### src/rtl/key_pkg.sv
// Shared definitions for the key load controller and the key RAM instantiation.
package key_pkg;

  // Default key geometry; the key RAM must be instantiated with the same values.
  localparam int unsigned KeyWords          = 4;
  localparam int unsigned KeyWordSize       = 32;
  localparam int unsigned KeyTimeoutCycles  = 1024;

  // Load sequencer states.
  typedef enum logic [2:0] {
    StIdle,
    StLoad,
    StCommit,
    StReady,
    StZero
  } key_state_e;

endpackage

### src/rtl/key_word_cnt.sv
// Key word index counter: synchronous clear (wins over increment), increment and
// last-word flag. WORDS must be at least 2.
module key_word_cnt
  import key_pkg::*;
#(
  parameter int unsigned WORDS = KeyWords
) (
  input  logic                     clk,
  input  logic                     rst,
  input  logic                     clr_i,
  input  logic                     inc_i,
  output logic [$clog2(WORDS)-1:0] cnt_o,
  output logic                     last_o
);

  localparam int unsigned CntW = $clog2(WORDS);

  logic [CntW-1:0] cnt_q, cnt_d;

  // Next index: clear has priority over increment.
  always_comb begin
    cnt_d = cnt_q;
    if (clr_i) begin
      cnt_d = '0;
    end else if (inc_i) begin
      cnt_d = cnt_q + CntW'(1);
    end
  end

  // Index register.
  always_ff @(posedge clk or posedge rst) begin
    if (rst) begin
      cnt_q <= '0;
    end else begin
      cnt_q <= cnt_d;
    end
  end

  assign cnt_o  = cnt_q;
  assign last_o = (cnt_q == CntW'(WORDS - 1));

endmodule

### src/rtl/key_load_ctrl.sv
// Key load controller: writes a multi-word key from a valid/ready stream into the
// key RAM, tracks key validity, strobes key_update to the AES core and zeroizes
// the stored key on request.
// Optional build macro KEY_LOAD_TIMEOUT_EN: abort a stalled LOAD into zeroization
// after TIMEOUT_CYCLES idle (non-busy) cycles without a handshake.
module key_load_ctrl
  import key_pkg::*;
#(
  parameter int unsigned WORDS          = KeyWords,
  parameter int unsigned WORD_SIZE      = KeyWordSize,
  parameter int unsigned TIMEOUT_CYCLES = KeyTimeoutCycles
) (
  input  logic                     clk,
  input  logic                     rst,
  input  logic                     load_start,
  input  logic                     zeroize,
  input  logic                     aes_busy,
  input  logic                     in_valid,
  output logic                     in_ready,
  input  logic [WORD_SIZE-1:0]     in_data,
  output logic [$clog2(WORDS)-1:0] ram_widx,
  output logic                     ram_wen,
  output logic [WORD_SIZE-1:0]     ram_wdata,
  output logic                     key_valid,
  output logic                     key_update,
  output logic                     load_err,
  output logic                     busy
);

  key_state_e state_q, state_d;
  logic       key_valid_q, key_valid_d;
  logic       key_update_q, key_update_d;
  logic       load_err_q, load_err_d;

  logic                     cnt_clr, cnt_inc, cnt_last;
  logic [$clog2(WORDS)-1:0] cnt;
  logic                     stream_hs;
  logic                     load_wr;
  logic                     timeout;

  key_word_cnt #(
    .WORDS (WORDS)
  ) u_word_cnt (
    .clk    (clk),
    .rst    (rst),
    .clr_i  (cnt_clr),
    .inc_i  (cnt_inc),
    .cnt_o  (cnt),
    .last_o (cnt_last)
  );

  assign stream_hs = (state_q == StLoad) && in_valid && !aes_busy;
  // A word arriving alongside load_start or zeroize is dropped, not written.
  assign load_wr   = stream_hs && !load_start && !zeroize;

`ifdef KEY_LOAD_TIMEOUT_EN
  localparam int unsigned IdleW = $clog2(TIMEOUT_CYCLES + 1);

  logic [IdleW-1:0] idle_cnt_q, idle_cnt_d;

  // Idle counter: cleared outside LOAD, on handshakes and on load_start; frozen by aes_busy.
  always_comb begin
    idle_cnt_d = idle_cnt_q;
    if (state_q != StLoad || stream_hs || load_start) begin
      idle_cnt_d = '0;
    end else if (!aes_busy) begin
      idle_cnt_d = idle_cnt_q + IdleW'(1);
    end
  end

  // Idle counter register.
  always_ff @(posedge clk or posedge rst) begin
    if (rst) begin
      idle_cnt_q <= '0;
    end else begin
      idle_cnt_q <= idle_cnt_d;
    end
  end

  assign timeout = (state_q == StLoad) && !stream_hs && !aes_busy && !load_start &&
                   (idle_cnt_q == IdleW'(TIMEOUT_CYCLES - 1));
`else
  logic unused_timeout_cycles;
  assign unused_timeout_cycles = ^TIMEOUT_CYCLES;
  assign timeout               = 1'b0;
`endif

  // Next-state, counter control and registered-output decode; zeroize outranks everything.
  always_comb begin
    state_d      = state_q;
    key_valid_d  = key_valid_q;
    key_update_d = 1'b0;
    load_err_d   = 1'b0;
    cnt_clr      = 1'b0;
    cnt_inc      = 1'b0;

    if (zeroize) begin
      state_d     = StZero;
      key_valid_d = 1'b0;
      cnt_clr     = 1'b1;
      load_err_d  = (state_q == StLoad);
    end else begin
      unique case (state_q)
        StIdle: begin
          if (load_start) begin
            state_d = StLoad;
            cnt_clr = 1'b1;
          end
        end
        StLoad: begin
          if (load_start) begin
            cnt_clr    = 1'b1;
            load_err_d = 1'b1;
          end else if (stream_hs) begin
            cnt_inc = 1'b1;
            if (cnt_last) begin
              state_d      = StCommit;
              cnt_clr      = 1'b1;
              key_update_d = 1'b1;
            end
          end else if (timeout) begin
            state_d    = StZero;
            cnt_clr    = 1'b1;
            load_err_d = 1'b1;
          end
        end
        StCommit: begin
          state_d     = StReady;
          key_valid_d = 1'b1;
        end
        StReady: begin
          if (load_start) begin
            state_d     = StLoad;
            key_valid_d = 1'b0;
            cnt_clr     = 1'b1;
          end
        end
        StZero: begin
          cnt_inc = 1'b1;
          if (cnt_last) begin
            state_d = StIdle;
            cnt_clr = 1'b1;
          end
        end
        default: begin
          state_d     = StIdle;
          key_valid_d = 1'b0;
          cnt_clr     = 1'b1;
        end
      endcase
    end
  end

  // FSM state and registered status outputs.
  always_ff @(posedge clk or posedge rst) begin
    if (rst) begin
      state_q      <= StIdle;
      key_valid_q  <= 1'b0;
      key_update_q <= 1'b0;
      load_err_q   <= 1'b0;
    end else begin
      state_q      <= state_d;
      key_valid_q  <= key_valid_d;
      key_update_q <= key_update_d;
      load_err_q   <= load_err_d;
    end
  end

  // Stream acceptance and key RAM write port; zeroization writes ignore aes_busy.
  always_comb begin
    in_ready  = (state_q == StLoad) && !aes_busy;
    ram_wen   = load_wr || (state_q == StZero);
    ram_widx  = cnt;
    ram_wdata = load_wr ? in_data : '0;
  end

  assign key_valid  = key_valid_q;
  assign key_update = key_update_q;
  assign load_err   = load_err_q;
  assign busy       = (state_q == StLoad) || (state_q == StCommit) || (state_q == StZero);

endmodule

### config.mk
export PLATFORM = sky130hd
export DESIGN_NAME = key_load_ctrl
export DESIGN_NICKNAME = d
export VERILOG_FILES = /design/src/rtl/key_pkg.sv /design/src/rtl/key_word_cnt.sv /design/src/rtl/key_load_ctrl.sv
export SDC_FILE = /design/constraint.sdc
export NUM_CORES = 1
export LEC_CHECK = 0
export ABC_AREA = 1
export BUFFER_PORTS_ARGS = -buffer_cell sky130_fd_sc_hd__buf_4
export CAP_MARGIN = 20
export CELL_PAD_IN_SITES_DETAIL_PLACEMENT = 0
export CELL_PAD_IN_SITES_GLOBAL_PLACEMENT = 1
export CORE_ASPECT_RATIO = 1.75
export CORE_MARGIN = 4
export CORE_UTILIZATION = 25
export DETAILED_ROUTE_END_ITERATION = 10
export PLACE_DENSITY = 0.87
export SETUP_SLACK_MARGIN = 0.2
export SLEW_MARGIN = 25
export SYNTH_ARGS = -nofsm -noshare
export SYNTH_HDL_FRONTEND = slang
export SYNTH_SLANG_ARGS = --single-unit
### constraint.sdc
create_clock -name clk -period 2.79 [get_ports clk]
set_clock_uncertainty 0.05 [all_clocks]
set_input_delay 0.558 -clock clk [delete_from_list [all_inputs] [get_ports clk]]
set_output_delay 0.558 -clock clk [all_outputs]
set_load 0.03 [all_outputs]
# Word level (Yosys, flattened, before mapping)
# Cells that the tools add are included.
# totals
output_inout_bits	40
elab_cells	63
register_bits	8
# classes
n_eq_ne	12
add_sub_neg	1
n_mux	28
n_reduce_logical	17
# ops
cell	count
$mux W32	1
$mux W3	6
$mux W1	15
$ne A3 B3 Y1 const B	5
$pmux W3 S4	1
$eq A3 B2 Y1 const B	2
$logic_and A1 B1 Y1	5
$reduce_and A5 Y1	1
$mux W2	2
$pmux W1 S4	1
$eq A3 B1 Y1 const B	1
$eq A3 B3 Y1 const B	1
$logic_not A1 Y1	3
$logic_not A3 Y1	1
$logic_or A1 B1 Y1	3
$ne A3 B1 Y1 const B	1
$pmux W1 S3	1
$reduce_or A3 Y1	1
$add A2 B1 Y2 const B	1
$eq A2 B2 Y1 const B	1
$ne A2 B1 Y1 const B	1
$pmux W1 S2	1
$reduce_and A2 Y1	1
$reduce_bool A2 Y1	1
$reduce_or A2 Y1	1

# Longest topological paths before layout
# Gate-level depths: netlist of run 1.
# logic_depth
word_depth	9
mapped_depth	8
ltp_nobuf	8

# Cells and area by module
# Synthesis of run 1 repeated with hierarchy kept, for this count alone.
# unflattened
hier_cells	138
area_unflattened_um2	879.6
# modules_own_cells
module	n_inst	cells_each	seq_area_each_um2	area_per_inst_um2
key_load_ctrl	1	125	150.1	778.2
key_word_cnt	1	13	50.0	101.3

# Least setup slack after synthesis of run 1
# OpenSTA, ideal clock, no wires.
# synth_timing
kind	flip-flop to output port
from	reg state_q[2]
to	out ram_wdata[10]
arrival_ns	1.701
path_slack_ns	0.481
path_buffers	2
required_ns	2.182
stages_incl_launch_ff	9
cell_sequence	dfrtp_1 inv_2 nand3_4 nor2_4 nand3b_4 or2_1 buf_6 buf_8 nor2_2
# synth_between
elab_chain_len	6
# synth_rtl
item	line	text
start: declaration	key_load_ctrl.sv:30	key_state_e state_q, state_d;
start signal: assignment	key_load_ctrl.sv:157	state_q <= StIdle;
start signal: assignment	key_load_ctrl.sv:162	state_q <= state_d;
$eq A3 B1 Y1	key_load_ctrl.sv:52	assign stream_hs = (state_q == StLoad) && in_valid && !aes_busy;
$logic_and A1 B1 Y1 (2 in a row)	key_load_ctrl.sv:52	
$logic_and A1 B1 Y1 (2 in a row)	key_load_ctrl.sv:54	assign load_wr = stream_hs && !load_start && !zeroize;
$mux W32	key_load_ctrl.sv:174	ram_wdata = load_wr ? in_data : '0;
end: declaration	key_load_ctrl.sv:23	output logic [WORD_SIZE-1:0] ram_wdata,
# Every way passes these cells.

# Final worst setup path of run 1
# layout_timing
from	reg state_q[2]
to	out ram_wdata[27]
# Same word-level chain as after synthesis.

==> impl_metrics.json, run 1 <==
{
  "status": "finished, final reports clean",
  "timing.hold.ws_ns": 0.2291,
  "setup-tns-final_ns": 0,
  "layout-drive-gt1-share_pct": 56.07,
  "crit_path_end": "ram_wdata[27]",
  "fmax_mhz": 412.4,
  "grt_pass1_vias": 918,
  "period_minus_slack_ns": 2.425,
  "crit_type": "flop to output port",
  "syn_area_per_cell_sq_um": 6.587,
  "hold_viol_final": 0,
  "final_cells": 259,
  "grt_pass1_wl_um": 3795,
  "core_sq_um": 3433,
  "nNetsFinal": 255,
  "grt_antenna_before_repair": 0,
  "r2r_slack_ns": 1.29,
  "crit_arrival_ns": 1.82,
  "cts_buffer_depth": 2,
  "clk_pin_slew_ns": 0.04,
  "root_buffer": "clkbuf_8",
  "grt_usage_pct": 10.78,
  "tightest_slew_ns": 0.3246,
  "rsz0062_at_grt": "no",
  "period_share_pct": 86.92,
  "grt_max_degree": 32,
  "worstSetupStartpoint": "state_q[2]",
  "hold_buffers": 0,
  "p_per_area_nw_per_um2": 372.2,
  "holdCritPathClass": "primary input to async pin",
  "dieArea_sq_um": 4643,
  "synthCells": 136,
  "io_pins": 78,
  "ant_nets": 0,
  "drc": 0,
  "routed-wl-met3_um": 339,
  "clock_latency_ns": 0.23,
  "ys_seq_area_share_pct": 22.35,
  "r2r_end": "state_q[0]",
  "worstRegToRegCells": 8,
  "htree_levels": 1,
  "routedWlPerCell_um": 10.64,
  "syn_area_sq_um": 895.9,
  "slew_headroom_pct": 78.13,
  "area_growth_pct": 74.72,
  "r2r-start": "state_q[1]",
  "critPathCaptureType": "output port",
  "io_buffers": 77,
  "top_layer": "met4",
  "clock-sinks": 8,
  "dr_wl_met2_um": 1551,
  "leakagePower_nw": 0.9434,
  "die_width_um": 53.25,
  "n_antenna_cell": 0,
  "peakVddDrop_mv": 0.3386,
  "dp_hpwl_um": 2282,
  "vias": 1074,
  "rows": 28,
  "fin_area_sq_um": 1565,
  "wl_met1_um": 803,
  "start_util_pct": 26.09,
  "yosys_warnings": 0,
  "critPathMaxFanout": 15,
  "synth_seq_cells": 8,
  "drtPass1Iterations": 4,
  "syn_nets": 175,
  "wirelength_um": 2755,
  "dp.cells": 254,
  "drv_slew": 0,
  "drtIter0Drc": 16,
  "place_congestion": 0.8114,
  "required_ns": 2.18,
  "grt_overflow": 0,
  "cts_tree": "done",
  "cap_viol_max_count": 0,
  "startpoint_type": "flop",
  "synth_cell_types": 20,
  "via_per_inst": 4.147,
  "setup_viol": 0,
  "post_dp_cell_area_sq_um": 1474,
  "numCtsBuffers": 3,
  "die_h_um": 87.19
}
stage by stage:
| step | worst slack (ns) | util [%] | power [mW] |
|---|---|---|---|
| finish | 0.3650 | 45.59 | 0.5826 |
| global route | 0.2735 | 45.59 | 0.6195 |
| CTS | 0.2152 | 44.24 | 0.5877 |
| detailed placement | 0.3567 | 42.93 | 0.4437 |
| global placement | 0.3716 | 42.93 | 0.4413 |
| floorplan | 0.4812 | - | 0.3293 |
placed cells by master (no fill, tap or decap), types with 2 or more instances in the layout:
cell type and instances:
nor3_1 3, clkbuf_8 3, buf_4 78, nand2_1 17, a21oi_1 4, nor2_2 26, dfrtp_1 6, nand3_1 9
o21ai_0 4, nor2_4 4, dfrtp_2 2, inv_1 39, inv_2 2, nand4_1 2, nor2_1 8
flip-flops by register name (all words and copies together) (netlist names):
register and cells:
key_update 1, key_valid 1, load_err 1, state_q 3, u_word_cnt.cnt_o 2
metal layers:
layer / vias to the layer above / GRT usage, %
li1: 549 / -
met1: 455 / 9.224
met2: 63 / 21.23
met3: 7 / 2.058
met4: 0 / 6.279
met5: - / 0
synthesized netlist by cell type, drive strengths merged:
master	number	share of area [%]
or2	1	0.70
nand2	17	7.1
nand3b	1	2.2
inv	41	17
nand3	10	7.0
dfrtp	8	22
nand4	2	1.4
o211ai	1	0.84
buf	5	7.1
nor3	3	1.7
o21ai	4	2.2
a21oi	4	2.2
ha	1	1.4
nor2	38	27
logic make-up (layout without fill, tap and decap cells):
logic type	count (synthesis)	in the layout	share of synthesized area, %
fa+ha+maj	1	1	1.396
buf+inv	46	124	24.30
compound gates	9	9	5.308
simple gates	72	72	46.65
flops	8	8	22.35
power by group:
group	switching (mW)	internal [mW]	leakage (nW)
registers	0.0282	0.137	0.103
logic	0.163	0.113	0.819
clock network	0.0478	0.0936	0.0216
total	0.239	0.343	0.943
timing repair:
item                                    4_1_cts  5_1_grt
resized for setup                             1        6
buffers inserted                              0        1
cloned                                        0        1
endpoints found under the setup margin       31       31
pin swaps                                     0        0
layout make-up:
type | count | area [sq um]
well taps | 45 | 56.30
fillers | 374 | 1868
inverters | 41 | 153.9
flip-flops and latches | 8 | 202.7
multi-input cells | 82 | 480.5
clock buffers | 3 | 41.29
repair buffers | 80 | 630.6
worst max-delay path, stage by stage (launching register included):
cell and delay [ns]:
dfrtp_2 0.44, inv_2 0.10, nand3_4 0.10, nor2_4 0.12
nand3b_4 0.10, or2_4 0.27, clkbuf_16 0.20, nor2_2 0.08
buf_4 0.16
worst min-delay path by stage:
stage | from | end | slack (ns) | depth (start not counted)
6_report | rst | load_err | 0.23 | 2
5_1_grt | rst | load_err | 0.26 | 2
2_1_floorplan | rst | key_update | 0.32 | 1
3_5_place_dp | key_valid | key_valid | 0.44 | 2
4_1_cts | rst | key_valid | 0.23 | 2
3_3_place_gp | key_valid | key_valid | 0.42 | 2
No activity file was read; power rests on OpenSTA's default activity.
==> run 2: changes to the inputs <==
- CORE_UTILIZATION: 25 -> 24
- CTS_BUF_LIST: unset -> sky130_fd_sc_hd__clkbuf_8
- PLACE_DENSITY: 0.87 -> 0.84
- clock period: 2.79 -> 2.7 ns (I/O delays scaled with it)
==> impl_metrics.json, run 2 (synthesized netlist as in run 1, its figures left out) <==
{
  "dp_hpwl_um": 2350,
  "switchingPower_mw": 0.2476,
  "p_per_area_nw_per_um2": 383.0,
  "clock_latency_ns": 0.23,
  "n_antenna_cell": 0,
  "routedWlPerCell_um": 11.18,
  "status": "finished, final reports clean",
  "grt_pass1_wl_um": 4105,
  "holdCritPathClass": "primary input to async pin",
  "worstSetupStartpoint": "state_q[2]",
  "period_minus_slack_ns": 2.371,
  "p_int_mw": 0.3586,
  "die_h_um": 88.82,
  "grt_max_degree": 34,
  "via_per_inst": 4.183,
  "place_congestion": 0.9456,
  "clk_pin_slew_ns": 0.04,
  "critPathCaptureType": "output port",
  "setup-tns-final_ns": 0,
  "layout_common_cells": "80 x buf_4, 39 x inv_1, 26 x nor2_2",
  "worstRegToRegCells": 8,
  "hold_viol_final": 0,
  "startpoint_type": "flop",
  "numCtsBuffers": 3,
  "timing.hold.ws_ns": 0.2098,
  "fin_area_sq_um": 1583,
  "crit_arrival_ns": 1.78,
  "cts_buffer_depth": 2,
  "io_buffers": 77,
  "top_register": "state_q",
  "core_sq_um": 3628,
  "sequentialPowerShare_pct": 27.6,
  "crit_type": "flop to output port",
  "power.share.clock_pct": 23.6,
  "drc": 0,
  "die_width_um": 54.19,
  "grt_usage_pct": 11.30,
  "hold_buffers": 0,
  "htree_levels": 1,
  "final_common_cell": "buf_4",
  "cts_tree": "done",
  "largest_reg_flops": 3,
  "r2r_slack_ns": 1.12,
  "wirelength_um": 2930,
  "grt_pass1_vias": 987,
  "drtPass1Iterations": 4,
  "critPathMaxFanout": 16,
  "dieArea_sq_um": 4813,
  "rows": 29,
  "grt_overflow": 0,
  "peakVddDrop_mv": 0.3567,
  "grt_antenna_before_repair": 0,
  "drtIter0Drc": 23,
  "drv_slew": 0,
  "clock-sinks": 8,
  "start_util_pct": 24.69,
  "cap_viol_max_count": 0,
  "tightest_slew_ns": 0.3088,
  "root_buffer": "clkbuf_8",
  "period_share_pct": 87.81,
  "leakagePower_nw": 0.9555,
  "r2r_end": "state_q[0]",
  "io_pins": 78,
  "layout-drive-gt1-share_pct": 56.02,
  "setup_viol": 0,
  "swShare_pct": 40.85,
  "vias": 1096,
  "required_ns": 2.11,
  "nNetsFinal": 257,
  "rsz0062_at_grt": "no",
  "r2r-start": "state_q[0]",
  "area_growth_pct": 76.68,
  "fmax_mhz": 421.8,
  "post_dp_cell_area_sq_um": 1483,
  "ant_nets": 0,
  "p_comb_share_pct": 48.8,
  "crit_path_end": "ram_wdata[21]",
  "slew_headroom_pct": 79.19
}
==> run 2: power groups by stage <==
stage / logic, mW / clock network, mW / registers [mW]
finish: 0.296 / 0.143 / 0.167
global route: 0.331 / 0.148 / 0.170
CTS: 0.296 / 0.144 / 0.163
detailed placement: 0.293 / 0 / 0.164
global placement: 0.297 / 0 / 0.164
floorplan: 0.161 / 0 / 0.179
==> run 2: worst min-delay path by stage <==
stage / from / to / cells after the start
floorplan: rst / key_update / 1
global placement: key_valid / key_valid / 2
detailed placement: key_valid / key_valid / 2
CTS: rst / load_err / 2
global route: rst / u_word_cnt.cnt_o[1] / 2
finish: rst / u_word_cnt.cnt_o[1] / 2
==> run 2: cell type report <==
| type | instances | area [sq um] |
|---|---|---|
| clock buffer | 3 | 41.29 |
| fill | 395 | 2046 |
| inverter | 41 | 156.4 |
| multi-input combinational | 82 | 480.5 |
| sequential | 8 | 201.4 |
| tap | 46 | 57.56 |
| timing repair buffer | 82 | 645.6 |
==> run 2: what timing repair did <==
action / in CTS / in global routing
hold endpoints to repair: 0 / 0
setup buffers: 0 / 2
pin swaps: 0 / 0
resized for setup: 1 / 6
cloned: 0 / 1
endpoints found under the setup margin: 33 / 33
==> run 2: worst max-delay path, cell delays in order, from the launching register on <==
cell,delay [ns]
dfrtp_2,0.46
inv_4,0.10
nand3_4,0.09
nor2_4,0.12
nand3b_4,0.09
or2_4,0.26
clkbuf_16,0.20
nor2_2,0.08
buf_4,0.16
==> run 2: stage by stage <==
stage / power (mW) / setup WS [ns] / cells / util (%)
6_report: 0.6062 / 0.3292 / 262 / 43.62
3_3_place_gp: 0.4608 / 0.3548 / 256 / 40.86
3_5_place_dp: 0.4565 / 0.3385 / 256 / 40.86
4_1_cts: 0.6031 / 0.2140 / 259 / 42.10
5_1_grt: 0.6486 / 0.2349 / 262 / 43.62
2_1_floorplan: 0.3402 / 0.4092 / 136 / -
==> run 2: per-layer routing <==
metal	up-vias	routed length (um)	GRT usage [%]
li1	559	-	-
met1	456	849	9.353
met2	73	1524	23.01
met3	8	495	3.541
met4	0	60	3.855
met5	-	0	0
==> run 3: changes to the inputs <==
- CORE_ASPECT_RATIO: 1.75 -> 0.75
==> impl_metrics.json, run 3 (synthesized netlist as in run 1, its figures left out) <==
{
  "drv_slew": 0,
  "status": "finished, final reports clean",
  "top_register": "state_q",
  "final_common_cell": "buf_4",
  "clock_latency_ns": 0.24,
  "dieArea_sq_um": 4784,
  "period_minus_slack_ns": 2.394,
  "holdCritPathClass": "primary input to async pin",
  "crit_type": "flop to output port",
  "period_share_pct": 88.67,
  "place_congestion": 0.8881,
  "p_per_area_nw_per_um2": 383.0,
  "required_ns": 2.11,
  "slew_headroom_pct": 78.14,
  "grt_antenna_before_repair": 0,
  "nNetsFinal": 258,
  "p_total_mw": 0.6111,
  "critPathMaxFanout": 16,
  "area_growth_pct": 78.07,
  "grt_pass1_vias": 917,
  "root_buffer": "clkbuf_8",
  "wirelength_um": 2958,
  "final_cells": 267,
  "critPathCaptureType": "output port",
  "layout-drive-gt1-share_pct": 56.22,
  "n_antenna_cell": 0,
  "cap_viol_max_count": 0,
  "grt_pass1_wl_um": 4250,
  "drtPass1Iterations": 4,
  "via_per_inst": 3.936,
  "peakVddDrop_mv": 0.5182,
  "rsz0062_at_grt": "no",
  "core_sq_um": 3446,
  "clock-sinks": 8,
  "dp.cells": 260,
  "fillers": 372,
  "fmax_mhz": 417.7,
  "layout_common_cells": "81 x buf_4, 39 x inv_1, 26 x nor2_2",
  "dp_slack_ns": 0.3404,
  "dp_hpwl_um": 2396,
  "cts_tree": "done",
  "setup-tns-final_ns": 0,
  "grt_usage_pct": 11.14,
  "vias": 1051,
  "grt_max_degree": 34,
  "drc": 0,
  "io_pins": 78,
  "crit_arrival_ns": 1.80,
  "grt_overflow": 0,
  "startpoint_type": "flop",
  "largest_reg_flops": 3,
  "timing.hold.ws_ns": 0.2069,
  "tightest_slew_ns": 0.3276,
  "start_util_pct": 26.00,
  "cts_buffer_depth": 2,
  "clk_pin_slew_ns": 0.05,
  "rows": 18,
  "die_h_um": 60.91,
  "drtIter0Drc": 39,
  "routedWlPerCell_um": 11.08,
  "leakagePower_nw": 0.9596,
  "hold_buffers": 0,
  "setup_viol": 0,
  "io_buffers": 77,
  "setup_ws_ns": 0.3060,
  "hold_viol_final": 0,
  "numCtsBuffers": 3,
  "htree_levels": 1,
  "ant_nets": 0,
  "die_width_um": 78.55
}
run 3: through the flow:
step / util (%) / area, sq um
5_1_grt: 46.30 / 1595
2_1_floorplan: - / 895.9
3_5_place_dp: 43.17 / 1488
3_3_place_gp: 43.17 / 1488
4_1_cts: 44.59 / 1536
6_report: 46.30 / 1595
run 3: power breakdown:
part / internal, mW / switching [mW]
logic: 0.121 / 0.172
clock network: 0.0972 / 0.0536
registers: 0.141 / 0.0259
total: 0.359 / 0.252
run 3: final cells by class:
| cell class | instances | area [sq um] | area share (%) |
|---|---|---|---|
| clock buffer | 3 | 41.29 | 2.588 |
| inverter | 41 | 156.4 | 9.804 |
| multi-input combinational | 82 | 480.5 | 30.12 |
| sequential | 8 | 201.4 | 12.63 |
| tap | 50 | 62.56 | 3.922 |
| timing repair buffer | 83 | 653.1 | 40.94 |
run 3: path summary, 6_finish.rpt:
path,cells after the start,slack (ns),to,startpoint
setup / recovery,8,0.31,ram_wdata[25],state_q[1]
hold / removal,2,0.21,load_err,rst
setup reg to reg,8,1.18,state_q[0],state_q[0]
hold reg to reg,2,0.47,key_valid,key_valid
max in group asynchronous,2,2.13,state_q[2],rst
min in group clk,2,0.47,key_valid,key_valid
run 3: per-layer routing:
layer	up-vias	wire, um	track usage [%]
li1	558	-	-
met4	0	10	1.746
met2	57	1322	16.32
met3	2	340	5.045
met1	434	1285	15.32
met5	-	0	0
run 3: what timing repair did:
| action | in CTS | in global routing |
|---|---|---|
| setup buffers | 0 | 3 |
| hold endpoints to repair | 0 | 0 |
| cloned | 0 | 1 |
| endpoints found under the setup margin | 33 | 33 |
| resized for setup | 2 | 4 |
run 3: worst max-delay path: stages, from the launching register on:
cell and delay [ns]:
dfrtp_1 0.42, inv_2 0.13, nand3_4 0.11, nor2_4 0.12, nand3b_4 0.09, or2_4 0.26
clkbuf_16 0.20, nor2_2 0.09, buf_4 0.16
